<file path="src/rtl/addsub_nibble_seq.sv">
// Multi-cycle N-bit add/subtract controller that feeds a 4-bit ripple add/sub slice one nibble per cycle.
// Results and flags are committed together at the end, with a start/busy/done handshake.

module addsub_slice4 (
   input  logic [3:0] a_i,
   input  logic [3:0] b_i,
   input  logic       ci_i,
   output logic [3:0] s_o,
   output logic       c3_o,
   output logic       co_o
);
   logic [4:0] c;

   assign c[0] = ci_i;

   genvar gi;
   generate
      for (gi = 0; gi < 4; gi++) begin : g_fa
         assign s_o[gi]  = a_i[gi] ^ b_i[gi] ^ c[gi];
         assign c[gi+1]  = (a_i[gi] & b_i[gi]) | (c[gi] & (a_i[gi] ^ b_i[gi]));
      end
   endgenerate

   assign c3_o = c[3];
   assign co_o = c[4];
endmodule

module addsub_nibble_seq #(
   parameter  int NIBBLES = 4,
   localparam int W       = 4 * NIBBLES
) (
   input  logic         clk,
   input  logic         rst,
   input  logic         start,
   input  logic         M,
   input  logic [W-1:0] A,
   input  logic [W-1:0] B,
   output logic [W-1:0] S,
   output logic         Co,
   output logic         V,
   output logic         Z,
   output logic         N,
   output logic         busy,
   output logic         done
);
   localparam int IDXW = (NIBBLES > 1) ? $clog2(NIBBLES) : 1;

   typedef enum logic [1:0] {ST_IDLE, ST_RUN, ST_DONE} state_t;

   state_t            state_q, state_d;
   logic [IDXW-1:0]   idx_q, idx_d;
   logic              carry_q, carry_d;
   logic [W-1:0]      a_q, a_d, b_q, b_d;
   logic              m_q, m_d;
   logic [W-1:0]      s_work_q, s_work_d;
   logic [W-1:0]      s_q, s_d;
   logic              co_q, co_d, v_q, v_d, z_q, z_d, n_q, n_d;

   logic [3:0]        a_nibs [NIBBLES];
   logic [3:0]        b_nibs [NIBBLES];
   logic [3:0]        slice_a, slice_b, slice_s;
   logic              slice_c3, slice_co;
   logic              last_nib;

   genvar gi;
   generate
      for (gi = 0; gi < NIBBLES; gi++) begin : g_nib
         assign a_nibs[gi] = a_q[4*gi +: 4];
         assign b_nibs[gi] = b_q[4*gi +: 4];
      end
   endgenerate

   // Subtract is A + ~B + 1: invert B here, the +1 is the initial carry (= M).
   assign slice_a  = a_nibs[idx_q];
   assign slice_b  = b_nibs[idx_q] ^ {4{m_q}};
   assign last_nib = (idx_q == IDXW'(NIBBLES - 1));

   addsub_slice4 u_slice (
      .a_i  (slice_a),
      .b_i  (slice_b),
      .ci_i (carry_q),
      .s_o  (slice_s),
      .c3_o (slice_c3),
      .co_o (slice_co)
   );

   always_comb begin
      state_d  = state_q;
      idx_d    = idx_q;
      carry_d  = carry_q;
      a_d      = a_q;
      b_d      = b_q;
      m_d      = m_q;
      s_work_d = s_work_q;
      s_d      = s_q;
      co_d     = co_q;
      v_d      = v_q;
      z_d      = z_q;
      n_d      = n_q;
      case (state_q)
         ST_IDLE, ST_DONE: begin
            if (start) begin
               a_d     = A;
               b_d     = B;
               m_d     = M;
               carry_d = M;
               idx_d   = '0;
               state_d = ST_RUN;
            end else begin
               state_d = ST_IDLE;
            end
         end
         ST_RUN: begin
            for (int i = 0; i < NIBBLES; i++) begin
               if (idx_q == IDXW'(i)) s_work_d[4*i +: 4] = slice_s;
            end
            carry_d = slice_co;
            if (last_nib) begin
               // slice_c3 here is the carry into bit W-1.
               s_d     = s_work_d;
               co_d    = slice_co;
               v_d     = slice_c3 ^ slice_co;
               z_d     = (s_work_d == '0);
               n_d     = s_work_d[W-1];
               state_d = ST_DONE;
            end else begin
               idx_d = idx_q + 1'b1;
            end
         end
         default: state_d = ST_IDLE;
      endcase
   end

   always_ff @(posedge clk) begin
      if (rst) begin
         state_q  <= ST_IDLE;
         idx_q    <= '0;
         carry_q  <= 1'b0;
         a_q      <= '0;
         b_q      <= '0;
         m_q      <= 1'b0;
         s_work_q <= '0;
         s_q      <= '0;
         co_q     <= 1'b0;
         v_q      <= 1'b0;
         z_q      <= 1'b0;
         n_q      <= 1'b0;
      end else begin
         state_q  <= state_d;
         idx_q    <= idx_d;
         carry_q  <= carry_d;
         a_q      <= a_d;
         b_q      <= b_d;
         m_q      <= m_d;
         s_work_q <= s_work_d;
         s_q      <= s_d;
         co_q     <= co_d;
         v_q      <= v_d;
         z_q      <= z_d;
         n_q      <= n_d;
      end
   end

   assign S    = s_q;
   assign Co   = co_q;
   assign V    = v_q;
   assign Z    = z_q;
   assign N    = n_q;
   assign busy = (state_q == ST_RUN);
   assign done = (state_q == ST_DONE);
endmodule

</file>
<file path="config.mk">
export PLATFORM = sky130hd
export DESIGN_NAME = addsub_nibble_seq
export DESIGN_NICKNAME = d
export VERILOG_FILES = /design/src/rtl/addsub_nibble_seq.sv
export SDC_FILE = /design/constraint.sdc
export NUM_CORES = 1
export LEC_CHECK = 0
export ABC_AREA = 1
export BUFFER_PORTS_ARGS = -buffer_cell sky130_fd_sc_hd__clkbuf_2
export CAP_MARGIN = 20
export CELL_PAD_IN_SITES_DETAIL_PLACEMENT = 0
export CELL_PAD_IN_SITES_GLOBAL_PLACEMENT = 1
export CORE_AREA = 2 2 68 135
export CTS_BUF_LIST = sky130_fd_sc_hd__clkbuf_4 sky130_fd_sc_hd__clkbuf_8
export DETAILED_ROUTE_END_ITERATION = 12
export DIE_AREA = 0 0 70 137
export PLACE_DENSITY = 0.77
export SETUP_SLACK_MARGIN = 0.2
export SKIP_CTS_REPAIR_TIMING = 1
export SLEW_MARGIN = 20
export SYNTH_ARGS = -nofsm -noshare
export SYNTH_HDL_FRONTEND = slang
export SYNTH_SLANG_ARGS = --single-unit
</file>
<file path="constraint.sdc">
create_clock -name clk -period 3.4 [get_ports clk]
set_input_delay 0.51 -clock clk [delete_from_list [all_inputs] [get_ports clk]]
set_output_delay 0.51 -clock clk [all_outputs]
set_load 0.05 [all_outputs]
</file>
# == Word-level counts from Yosys, hierarchy flattened ==
# Cells that the tools add are included.
# op_classes
n_addsub,1
n_reduce_logical,9
mux,22
n_eq_ne,8
n_lt_le_gt_ge,1
bitwise,23
# op_table
operator,n
$mux 4,12
$bmux 4 s2,2
$logic_not 16->1,1
$xor 1x1->1,9
$and 1x1->1,8
$pmux 2 s2,2
$eq 2x2->1 const B,3
$mux 2,3
$reduce_and 2->1,3
$eq 2x1->1 const B,2
$logic_not 2->1,2
$ne 2x2->1 const B,2
$or 1x1->1,4
$xor 4x4->4,1
$ge 3x3->1 const B,1
$not 2->3,1
$reduce_and 3->1,1
$add 2x1->2 const B,1
$mux 1,2
$ne 2x1->1 const B,1
$pmux 1 s2,1
$reduce_bool 2->1,1
$reduce_or 2->1,1
# totals
word_cells,76
register_bits,74
out_inout_bits,22

# == Logic depth before layout (Yosys ltp) ==
# Gate-level depths: netlist of run 1.
# logic_depth
depth_word,16
depth_mapped,18
depth_no_buf,17

# == Modules after synthesis ==
# Synthesis of run 1 repeated with hierarchy kept, for this count alone.
# hier_totals
hier_cells,437
hier_area_um2,3211.8
# by_module_without_submodules
module,area_per_inst_um2,instances,cells_each,seq_area_each_um2
addsub_nibble_seq,3101.7,1,425,1461.4
addsub_slice4,110.1,1,12,0.0

# == Worst setup path after synthesis of run 1 ==
# OpenSTA, ideal clock, no wires.
# synth_path
kind,reg-to-reg
startpoint,reg idx_q[0]
endpoint,"reg z_q, in the netlist Z"
setup_ns,0.059
t_required_ns,3.341
path_stages_with_launch,17
slack_ns,0.095
arrival_ns,3.246
synth_period_minus_slack_ns,3.305
n_path_buf,2
cell_sequence,dfxtp_1 -> buf_2 -> buf_2 -> nand2_1 -> a32o_1 -> fa_1 -> fa_1 -> fa_1 -> inv_1 -> fa_1 -> inv_1 -> nand2_1 -> o21ai_0 -> nand2_1 -> nor2_1 -> nand3_1 -> nand2_1
# synth_via
elab_chain_len,16
elab_cells_between_ends,39
# synth_rtl
element,line,rtl
from (decl),51,"logic [IDXW-1:0] idx_q, idx_d;"
from (signal assigned),150,idx_q <= idx_d;
$not 2->3 (implied by the code),"74, 75",
$bmux 4 s2,75,assign slice_b = b_nibs[idx_q] ^ {4{m_q}};
$mux 4 (implied by the code) (2 in series),75,
$xor 4x4->4,75,
$xor 1x1->1,"19, 20",
$and 1x1->1,20,assign c[gi+1] = (a_i[gi] & b_i[gi]) | (c[gi] & (a_i[gi] ^ b_i[gi]));
$or 1x1->1,20,
$and 1x1->1,20,
$or 1x1->1,20,
$and 1x1->1,20,
$or 1x1->1,20,
$xor 1x1->1,19,assign s_o[gi] = a_i[gi] ^ b_i[gi] ^ c[gi];
$mux 4,115,if (idx_q == IDXW'(i)) s_work_d[4*i +: 4] = slice_s;
$mux 4,100,case (state_q)
$logic_not 16->1,123,z_d = (s_work_d == '0);
to (signal assigned),159,z_q <= z_d;
to (decl),57,"logic co_q, co_d, v_q, v_d, z_q, z_d, n_q, n_d;"
# Parallel ways exist; a longest one is shown, timed or not. The select of a mux whose other input is x is not followed.
# A chain may end at the register's enable or synchronous reset.

# == Worst setup path in the final report of run 1 ==
# Same ends and word-level chain as after synthesis.

==> metrics.md, run 1 <==
| Metric | Value |
|---|---|
| Hold path cells | `3` |
| Largest net degree at the start of global routing | `36` |
| Most frequent cells in the layout | `nand2_1 (96), nor2_1 (78), dfxtp_1 (72)` |
| Static Leakage | `1.69 nW` |
| Biggest area consumer among synthesized cells | `dfxtp_1` |
| Share of layout cells above drive strength 1 | `0.202` |
| YS warnings | `0` |
| FF+latch count, synth | `73` |
| Pwr Density | `543 nW/um^2` |
| Crit. End Element | `flip-flop` |
| Core area | `8530 um^2` |
| Top FF cell, synth | `dfxtp_1` |
| Worst vdd ir | `0.237 mV` |
| Placed cells | `573` |
| Cell family with most CP delay | `adder cells` |
| R2R depth | `17` |
| Final setup fails | `0` |
| Nets | `528` |
| Number of buffers created by CTS | `9` |
| Slew Limit Fails | `0` |
| DP HPWL | `6.14 mm` |
| Slew headroom | `0.531` |
| Yosys cell types | `25` |
| Clk Tree Root Cell | `clkbuf_8` |
| Tightest Pin Transition | `702 ps` |
| FILL cells | `925` |
| CTS H-tree depth | `3` |
| Register area | `1470 um^2` |
| Routed WL | `7.98 mm` |
| Clk_skew | `16.5 ps` |
| Placed Area | `3510 um^2` |
| Remaining global-route overflow | `0` |
| Die Width | `70 um` |
| Setup crit start kind | `flip-flop` |
| Initial antenna violation count | `0` |
| Status | `complete, no violations` |
| Row count | `48` |
| Max Root-Sink Buffers | `2` |
| Clk slew on worst S/H paths | `70 ps` |
| EDFF count, synth | `0` |
| Routed vias/inst | `4.77` |
| Setup TNS | `0 ps` |
| Worst-path cell chain | `buf_4 > nand2_1 > nand3_1 > nand2_1 > xor2_1 > fa_2 > fa_2 > fa_2 > inv_2 > fa_2 > nand2_1 > nand2_1 > nor2_1 > nand2_1 > nor2_1 > nand3_1 > nand2_1` |
| Clk_lat worst skew | `350 ps` |
| Die height | `137 um` |
| Mapped Cells | `427` |
| Post-Synth XOR/XNOR Area | `0.0140` |
| First-pass GRT wire length | `13.3 mm` |
| CP required | `3700 ps` |
| Simple-gate share of the synthesized area | `0.236` |
| Min Hold Slack | `407 ps` |
| CTS tree | `done` |
| Top post-synthesis cells by area | `dfxtp_1 (47%), nand2_1 (12%), o21ai_0 (9.6%)` |
| Starting density of the core | `0.366` |
| Seq/Total Area, Yosys | `0.468` |
| Syn Nets | `471` |
| Drt pass-1 iters | `4` |
| DRC errors left | `0` |
| Commonest non-fill, non-tap cell in the layout | `nand2_1` |
| Die area | `9590 um^2` |
| GRT Resource Usage Total | `0.180` |
| IO Port Bufs | `57` |
| RSZ-0062 raised after global routing | `true` |
| Post-synth ARST share | `0` |
| Vias in the first global route | `2868` |
| Post-synthesis mux area share | `0` |
| Main combinational cell family by area after synthesis | `simple AND/OR/NAND/NOR gates` |
| Final Instance Count excl. Fillers | `589` |
| GPL Wtd Cong | `0.849` |
| Antenna diode count | `0` |
| Area fraction of the dominant cell type after synthesis | `0.468` |
| Kind of critical path | `reg -> reg` |
| Worst path arrival time | `3360 ps` |
| Area grow syn2layout | `19.3%` |
| Buf/Inv on CP | `2` |
| Syn avg cell area | `7.31 um^2` |
| Avg WL per Cell | `13.5 um` |
| Total area of multi-input combinational cells | `1430 um^2` |
| IO Pins | `58` |
| Max incr delay on CP | `460 ps` |
| Slowest CP cell | `fa_2` |
| HP Class | `in -> reg` |
| # clock sinks | `73` |
| Initial drt markers | `201` |
| Synth Area in Compound Gates | `0.163` |
| Max Cap Violations | `0` |
| Final min period | `3060 ps` |
| Final hold violations | `0` |
| Post-route standard cell area excluding fillers | `3720 um^2` |
| Stages on the worst setup path | `17` |
| Synthesized area | `3120 um^2` |
| Fmax | `326 MHz` |
| Worst Path Max Fanout | `5` |
| Adder-cell share of the synthesized area | `0.0417` |
| Final ANT Viol Nets | `0` |
| Via count | `2809` |
| Fin crit share | `0.901` |
| CP dominant cell by count | `nand2_1` |
## through the flow
step / utilization / power (mW) / worst slack [ps]
2_1_floorplan: - / 1.22 / 200
3_3_place_gp: 0.411 / 1.34 / 243
3_5_place_dp: 0.411 / 1.35 / 182
4_1_cts: 0.435 / 2.03 / 156
5_1_grt: 0.437 / 2.13 / 176
6_report: 0.437 / 2.02 / 335
## registers in the layout, summed over array words and instances (netlist names)
register / count
a_q: 16
m_q: 1
Co: 1
state_q: 2
Z: 1
idx_q: 2
carry_q: 1
S: 16
b_q: 16
s_work_q: 16
V: 1
## worst reg2reg max path: cells and delay by family (launching register included)
kind | cells | cell delay [ps]
adder cells (fa/ha/maj) | 4 | 1550
AND/OR/NAND/NOR | 10 | 750
flip-flops | 1 | 370
buffers and inverters | 2 | 200
XOR/XNOR | 1 | 160
## kinds of logic after synthesis
kind of cell / Yosys count
adder cells (fa/ha/maj): 8
flip-flops: 73
XOR/XNOR: 5
AND/OR/NAND/NOR: 189
buffers and inverters: 56
AO/OA/AOI/OAI: 96
## cell usage after synthesis, types with 4 or more instances
master / instances
a21oi_1: 19
buf_2: 12
clkbuf_1: 6
dfxtp_1: 73
fa_1: 4
ha_1: 4
inv_1: 29
inv_2: 4
nand2_1: 96
nand3_1: 12
nor2_1: 78
o21ai_0: 60
o21ai_1: 8
xor2_1: 4
## per-layer routing
layer | routed length [um] | GRT usage
met3 | 269 | 0.0353
met4 | 197 | 0.0897
met5 | 0 | 0
met2 | 4540 | 0.349
met1 | 2970 | 0.177
## final cells by class
class	instances	area share
inverters	33	0.0339
flip-flops and latches	73	0.393
clock buffers	13	0.0430
multi-input cells	298	0.384
clock inverters	3	0.0108
repair buffers	69	0.101
well taps	100	0.0336
## report_power, final
part,internal (mW),total (mW),switching (mW)
Combinational,0.147,0.397,0.250
Sequential,0.906,0.936,0.0305
Clock,0.382,0.690,0.308
## worst paths after layout
path,startpoint,endpoint,slack (ps)
max,idx_q[0],Z,340
min,A[1],a_q[1],410
min reg2reg,S[0],S[0],460
max reg2reg,idx_q[0],Z,340
Note: power is estimated with default switching activity, not from simulation.
==> run 2, diff against run 1 <==
==> config.mk (replaced) <==
export PLATFORM = sky130hd
export DESIGN_NAME = addsub_nibble_seq
export DESIGN_NICKNAME = d
export VERILOG_FILES = /design/src/rtl/addsub_nibble_seq.sv
export SDC_FILE = /design/constraint.sdc
export NUM_CORES = 1
export LEC_CHECK = 0
export ABC_AREA = 0
export BUFFER_PORTS_ARGS = -buffer_cell sky130_fd_sc_hd__clkbuf_2
export CAP_MARGIN = 20
export CELL_PAD_IN_SITES_DETAIL_PLACEMENT = 0
export CELL_PAD_IN_SITES_GLOBAL_PLACEMENT = 1
export CORE_AREA = 2 2 67 132
export CTS_BUF_LIST = sky130_fd_sc_hd__clkbuf_4 sky130_fd_sc_hd__clkbuf_8
export DETAILED_ROUTE_END_ITERATION = 12
export DIE_AREA = 0 0 69 134
export PLACE_DENSITY = 0.77
export SETUP_SLACK_MARGIN = 0.2
export SKIP_CTS_REPAIR_TIMING = 1
export SYNTH_ARGS = -nofsm -noshare
export SYNTH_HDL_FRONTEND = slang
export SYNTH_SLANG_ARGS = --single-unit
==> metrics.md, run 2 <==
| Metric | Value |
|---|---|
| Initial drt markers | `118` |
| Final Instance Count excl. Fillers | `503` |
| # clock sinks | `73` |
| FF+latch count, synth | `73` |
| Max Root-Sink Buffers | `2` |
| Clock share of power | `0.361` |
| Top FF cell, synth | `dfxtp_1` |
| Synth top cells by count | `nand2_1 (97), dfxtp_1 (73), a21oi_1 (37), o21ai_0 (18)` |
| Syn Nets | `398` |
| Synthesized area | `3140 um^2` |
| Tightest Pin Transition | `804 ps` |
| CTS H-tree depth | `3` |
| Static Leakage | `1.46 nW` |
| DP Worst Slack | `-25.8 ps` |
| Share of power burned in registers | `0.480` |
| CP required | `3700 ps` |
| Die area | `9250 um^2` |
| Max Cap Violations | `0` |
| Fin worst setup slack | `17.4 ps` |
| Clk slew on worst S/H paths | `70 ps` |
| Clk Tree Root Cell | `clkbuf_8` |
| R2R Path Start | `idx_q[0]` |
| Core area | `8230 um^2` |
| Placed Area | `3450 um^2` |
| Seq/Total Area, Yosys | `0.466` |
| Yosys cell types | `39` |
| HP Class | `in -> reg` |
| Final ANT Viol Nets | `0` |
| Setup crit start kind | `flip-flop` |
| Fmax | `296 MHz` |
| Avg WL per Cell | `14.0 um` |
| Worst Path Max Fanout | `3` |
| Fin crit share | `0.995` |
| GPL Wtd Cong | `0.778` |
| Placed cells | `486` |
| Kind of critical path | `reg -> reg` |
| Worst path arrival time | `3680 ps` |
| Area fraction of the dominant cell type after synthesis | `0.466` |
| Max incr delay on CP | `510 ps` |
| Clk_skew | `8.20 ps` |
| Top-count cell post-synth | `nand2_1` |
| R2R Path End | `Z` |
| Status | `complete, no violations` |
| Die height | `134 um` |
| Sw Pwr | `505 uW` |
| Largest net degree at the start of global routing | `52` |
| Routed vias/inst | `4.85` |
| CP dominant cell by count | `fa_2` |
| Switch share | `0.266` |
| Worst-path cell chain | `mux4_2 > xnor2_1 > fa_2 > fa_2 > fa_2 > inv_2 > fa_2 > and4b_1 > o21ba_1 > nor3_2 > a32o_1` |
| Reg2reg setup slack | `20 ps` |
| Post-synth ARST share | `0` |
| RSZ-0062 raised after global routing | `true` |
| First-pass GRT wire length | `11.7 mm` |
| Slew Limit Fails | `0` |
| CTS tree | `done` |
| Mapped Cells | `354` |
| Crit. End Element | `flip-flop` |
| IO Pins | `58` |
| Hold path cells | `3` |
| Top post-synthesis cells by area | `dfxtp_1 (47%), nand2_1 (12%), a21oi_1 (5.9%)` |
| IO Port Bufs | `57` |
| Commonest non-fill, non-tap cell in the layout | `nand2_1` |
| R2R depth | `11` |
| Antenna diode count | `0` |
| Clk_lat worst skew | `360 ps` |
| Final hold violations | `0` |
| Vias in the first global route | `2377` |
| Syn avg cell area | `8.86 um^2` |
| Area grow syn2layout | `17.2%` |
| Routed WL | `7.03 mm` |
| Drt pass-1 iters | `4` |
| Slew headroom | `0.464` |
| Internal | `1.40 mW` |
| Slowest CP cell | `mux4_2` |
| Post-route standard cell area excluding fillers | `3680 um^2` |
| Final setup fails | `0` |
| Biggest area consumer among synthesized cells | `dfxtp_1` |
| Via count | `2440` |
| Final min period | `3380 ps` |
| Share of layout cells above drive strength 1 | `0.277` |
| Starting density of the core | `0.381` |
| DP HPWL | `5.26 mm` |
| Nets | `445` |
| Number of buffers created by CTS | `9` |
| GRT Resource Usage Total | `0.162` |
| Die Width | `69 um` |
| Most frequent cells in the layout | `nand2_1 (97), dfxtp_1 (72), clkbuf_2 (57)` |
| Pwr Density | `517 nW/um^2` |
| EDFF count, synth | `0` |
| YS warnings | `0` |
| DRC errors left | `0` |
| Hold Startpoint | `A[13]` |
| Combinational group share of total power | `0.159` |
| Row count | `47` |
| Hold EP | `a_q[13]` |
| Setup TNS | `0 ps` |
| Initial antenna violation count | `0` |
| Worst vdd ir | `0.308 mV` |
| Remaining global-route overflow | `0` |
==> run 2: cell types whose count changed in the layout (fill, tap and decap cells not counted), sizes merged, moves of 10 or more <==
cell    delta
o21ai     -40
nor2      -64
a211oi    +10
inv       -25
nand3     -12
a21oi     +18
==> run 2: final cells by class <==
class | instances | area, um^2
inverter | 9 | 38.8
fill | 860 | 4560
multi-input combinational | 240 | 1490
clock buffer | 12 | 159
clock inverter | 3 | 40.0
tap | 98 | 123
timing repair buffer | 68 | 368
sequential | 73 | 1460
==> run 2: stage by stage <==
| step | utilization | power (mW) | hold slack (ps) |
|---|---|---|---|
| finish | 0.447 | 1.90 | 371 |
| global route | 0.447 | 1.98 | 368 |
| CTS | 0.444 | 1.91 | 360 |
| detailed placement | 0.420 | 1.23 | 446 |
| global placement | 0.420 | 1.22 | 436 |
| floorplan | - | 1.13 | 430 |
==> run 2: how the worst max path moves through the flow <==
stage | startpoint | to | slack (ps) | cells after the start
after floorplan | idx_q[0] | Z | -140 | 12
final | idx_q[0] | Z | 20 | 11
after CTS | idx_q[0] | Z | -40 | 11
after global routing | idx_q[0] | Z | -130 | 11
after global placement | idx_q[0] | Z | 70 | 11
after detailed placement | idx_q[0] | Z | -30 | 11
==> run 2: worst max-delay path: cells and delay by family, from the launching register on <==
family	cells	cell delay, ps
fa+ha+maj	4	1460
mux	1	510
flops	1	340
xor+xnor	1	150
compound gates	2	340
simple gates	2	450
buf+inv	1	70
==> run 2: routing by layer <==
| metal | routed length (um) | share of wire | global-route usage |
|---|---|---|---|
| met1 | 2630 | 0.37 | 0.163 |
| met2 | 4000 | 0.57 | 0.306 |
| met3 | 240 | 0.034 | 0.0376 |
| met4 | 160 | 0.023 | 0.0806 |
| met5 | 0 | 0 | 0 |
==> run 2: power groups by stage <==
stage | Combinational, mW | Sequential [mW] | Clock [mW]
4_1_cts | 0.295 | 0.914 | 0.702
5_1_grt | 0.336 | 0.917 | 0.731
2_1_floorplan | 0.210 | 0.924 | 0
6_report | 0.303 | 0.913 | 0.686
3_5_place_dp | 0.295 | 0.933 | 0
3_3_place_gp | 0.289 | 0.932 | 0
==> run 2: logic make-up (layout without fill, tap and decap cells) <==
family,count (synthesis),count (layout),share of synthesized area
flip-flops,73,73,0.466
AO/OA/AOI/OAI,83,83,0.162
adder cells (fa/ha/maj),8,8,0.0415
AND/OR/NAND/NOR,130,130,0.173
multiplexers,14,14,0.0766
XOR/XNOR,5,5,0.0140
buffers and inverters,41,92,0.0670
==> run 3, diff against run 2 <==
--- a/config.mk
+++ b/config.mk
@@ -10,13 +10,14 @@
 export CAP_MARGIN = 20
 export CELL_PAD_IN_SITES_DETAIL_PLACEMENT = 0
 export CELL_PAD_IN_SITES_GLOBAL_PLACEMENT = 1
-export CORE_AREA = 2 2 67 132
+export CORE_AREA = 2 2 68 134
 export CTS_BUF_LIST = sky130_fd_sc_hd__clkbuf_4 sky130_fd_sc_hd__clkbuf_8
 export DETAILED_ROUTE_END_ITERATION = 12
-export DIE_AREA = 0 0 69 134
+export DIE_AREA = 0 0 70 136
 export PLACE_DENSITY = 0.77
 export SETUP_SLACK_MARGIN = 0.2
 export SKIP_CTS_REPAIR_TIMING = 1
 export SYNTH_ARGS = -nofsm -noshare
 export SYNTH_HDL_FRONTEND = slang
+export SYNTH_HIERARCHICAL = 1
 export SYNTH_SLANG_ARGS = --single-unit
==> metrics.md, run 3 <==
| Metric | Value |
|---|---|
| IO Port Bufs | `57` |
| Slew Limit Fails | `0` |
| Mapped Cells | `368` |
| DP HPWL | `5.39 mm` |
| Synthesized area | `3200 um^2` |
| Number of buffers created by CTS | `9` |
| Kind of critical path | `reg -> reg` |
| Area fraction of the dominant cell type after synthesis | `0.457` |
| Yosys cell types | `30` |
| Final Instance Count excl. Fillers | `522` |
| RSZ-0062 raised after global routing | `true` |
| Starting density of the core | `0.375` |
| EDFF count, synth | `0` |
| Worst path arrival time | `3850 ps` |
| CTS tree | `done` |
| Clk slew on worst S/H paths | `70 ps` |
| Final setup fails | `1` |
| Clk Tree Root Cell | `clkbuf_8` |
| Slew headroom | `0.464` |
| # clock sinks | `73` |
| Nets | `461` |
| Tightest Pin Transition | `803 ps` |
| Fmax | `282 MHz` |
| Crit. End Element | `flip-flop` |
| Synth top cells by count | `nand2_1 (94), dfxtp_1 (73), a21oi_1 (53), nor2_1 (24), clkbuf_1 (18)` |
| Vias in the first global route | `2546` |
| Worst Path Max Fanout | `3` |
| Syn Nets | `412` |
| Initial antenna violation count | `0` |
| IO Pins | `58` |
| First-pass GRT wire length | `12.0 mm` |
| DP Worst Slack | `-159 ps` |
| Remaining global-route overflow | `0` |
| HP Class | `in -> reg` |
| Antenna diode count | `0` |
| Setup crit start kind | `flip-flop` |
| Reg2reg setup slack | `-150 ps` |
| Drt pass-1 iters | `4` |
| Routed vias/inst | `4.96` |
| Syn avg cell area | `8.69 um^2` |
| Share of layout cells above drive strength 1 | `0.251` |
| Status | `complete, but fails checks` |
| Post-synth ARST share | `0` |
| Static Leakage | `1.53 nW` |
| Initial drt markers | `156` |
| Final min period | `3550 ps` |
| Max Root-Sink Buffers | `2` |
| Core area | `8530 um^2` |
| Biggest area consumer among synthesized cells | `dfxtp_1` |
| Worst vdd ir | `0.404 mV` |
| Top FF cell, synth | `dfxtp_1` |
| Failing checks | `setup timing` |
| Largest net degree at the start of global routing | `54` |
| GPL Wtd Cong | `0.858` |
| Clk_lat worst skew | `360 ps` |
| Commonest non-fill, non-tap cell in the layout | `nand2_1` |
| Fin worst setup slack | `-151 ps` |
| Top post-synthesis cells by area | `dfxtp_1 (46%), nand2_1 (11%), a21oi_1 (8.3%)` |
| GRT Resource Usage Total | `0.164` |
| Fin crit share | `1.04` |
| Routed WL | `7.24 mm` |
| Final ANT Viol Nets | `0` |
| CTS H-tree depth | `3` |
| Row count | `48` |
| Pwr Density | `520 nW/um^2` |
| DRC errors left | `0` |
| Final hold violations | `0` |
| Die height | `136 um` |
| Most frequent cells in the layout | `nand2_1 (94), dfxtp_1 (72), clkbuf_2 (57)` |
| CP required | `3700 ps` |
| Max Cap Violations | `0` |
| Avg WL per Cell | `13.9 um` |
| Via count | `2590` |
| Fin util | `0.444` |
| Top-count cell post-synth | `nand2_1` |
| FF+latch count, synth | `73` |
| Die Width | `70 um` |
| Seq/Total Area, Yosys | `0.457` |
| Area grow syn2layout | `18.5%` |
| Die area | `9520 um^2` |
| Clk_skew | `11.0 ps` |
| YS warnings | `6` |
| Placed cells | `505` |
[run 3: changes by cell type after synthesis, sizes merged, moves of 6 or more]
cell    previous run  this run
o21ai             28         0
a21oi             37        53
mux2i              6        17
nand3              0         8
nor2              16        24
clkbuf            12        18
[run 3: final cells by class]
class,count,area (um^2)
tap,100,125
fill,893,4740
inverter,11,41.3
sequential,73,1460
timing repair buffer,71,390
multi-input combinational,251,1550
clock inverter,5,78.8
clock buffer,11,145
[run 3: per-layer routing]
layer / vias to the layer above / wire (um) / global-route usage
li1: 1321 / - / -
met1: 1195 / 2620 / 0.164
met2: 62 / 4120 / 0.308
met3: 12 / 332 / 0.0482
met4: 0 / 167 / 0.0748
met5: - / 0 / 0
[run 3: cell families (layout without fill, tap and decap cells)]
logic type	Yosys count	in the layout	synth area share
adders and majority gates	8	8	0.0407
AOI/OAI and AO/OA	69	69	0.121
buffers and inverters	44	98	0.0669
muxes	25	25	0.110
and+or+nand+nor	144	144	0.191
DFF	73	73	0.457
xor gates and xnor gates	5	5	0.0137
[run 3: final timing paths]
| check | start | cells past startpoint | endpoint |
|---|---|---|---|
| setup / recovery | idx_q[0] | 12 | Z |
| hold / removal | A[10] | 3 | a_q[10] |
| setup reg to reg | idx_q[0] | 12 | Z |
| hold reg to reg | s_work_q[13] | 2 | s_work_q[13] |
[run 3: report_power, final]
group	total, mW	internal (mW)	switching (mW)
Combinational	0.303	0.127	0.176
Clock	0.759	0.440	0.319
Sequential	0.911	0.889	0.0224
Total	1.97	1.46	0.517
[run 3: critical path, cell delays in order (launching register included)]
cell     delay [ps]
dfxtp_2         350
mux4_2          540
xor2_2          180
fa_2            220
inv_1            50
fa_2            330
fa_2            340
inv_2            70
fa_1            440
nor4_4          320
mux2i_1         150
nor4_2          330
a31o_1          170
[run 3: through the flow]
stage	TNS, ps	hold slack [ps]	area [um^2]	power (mW)
6_report	-151	368	3790	1.97
5_1_grt	-312	350	3790	2.07
4_1_cts	-186	350	3780	1.99
3_5_place_dp	-159	448	3550	1.23
3_3_place_gp	-27.3	441	3550	1.22
2_1_floorplan	-164	433	3220	1.15
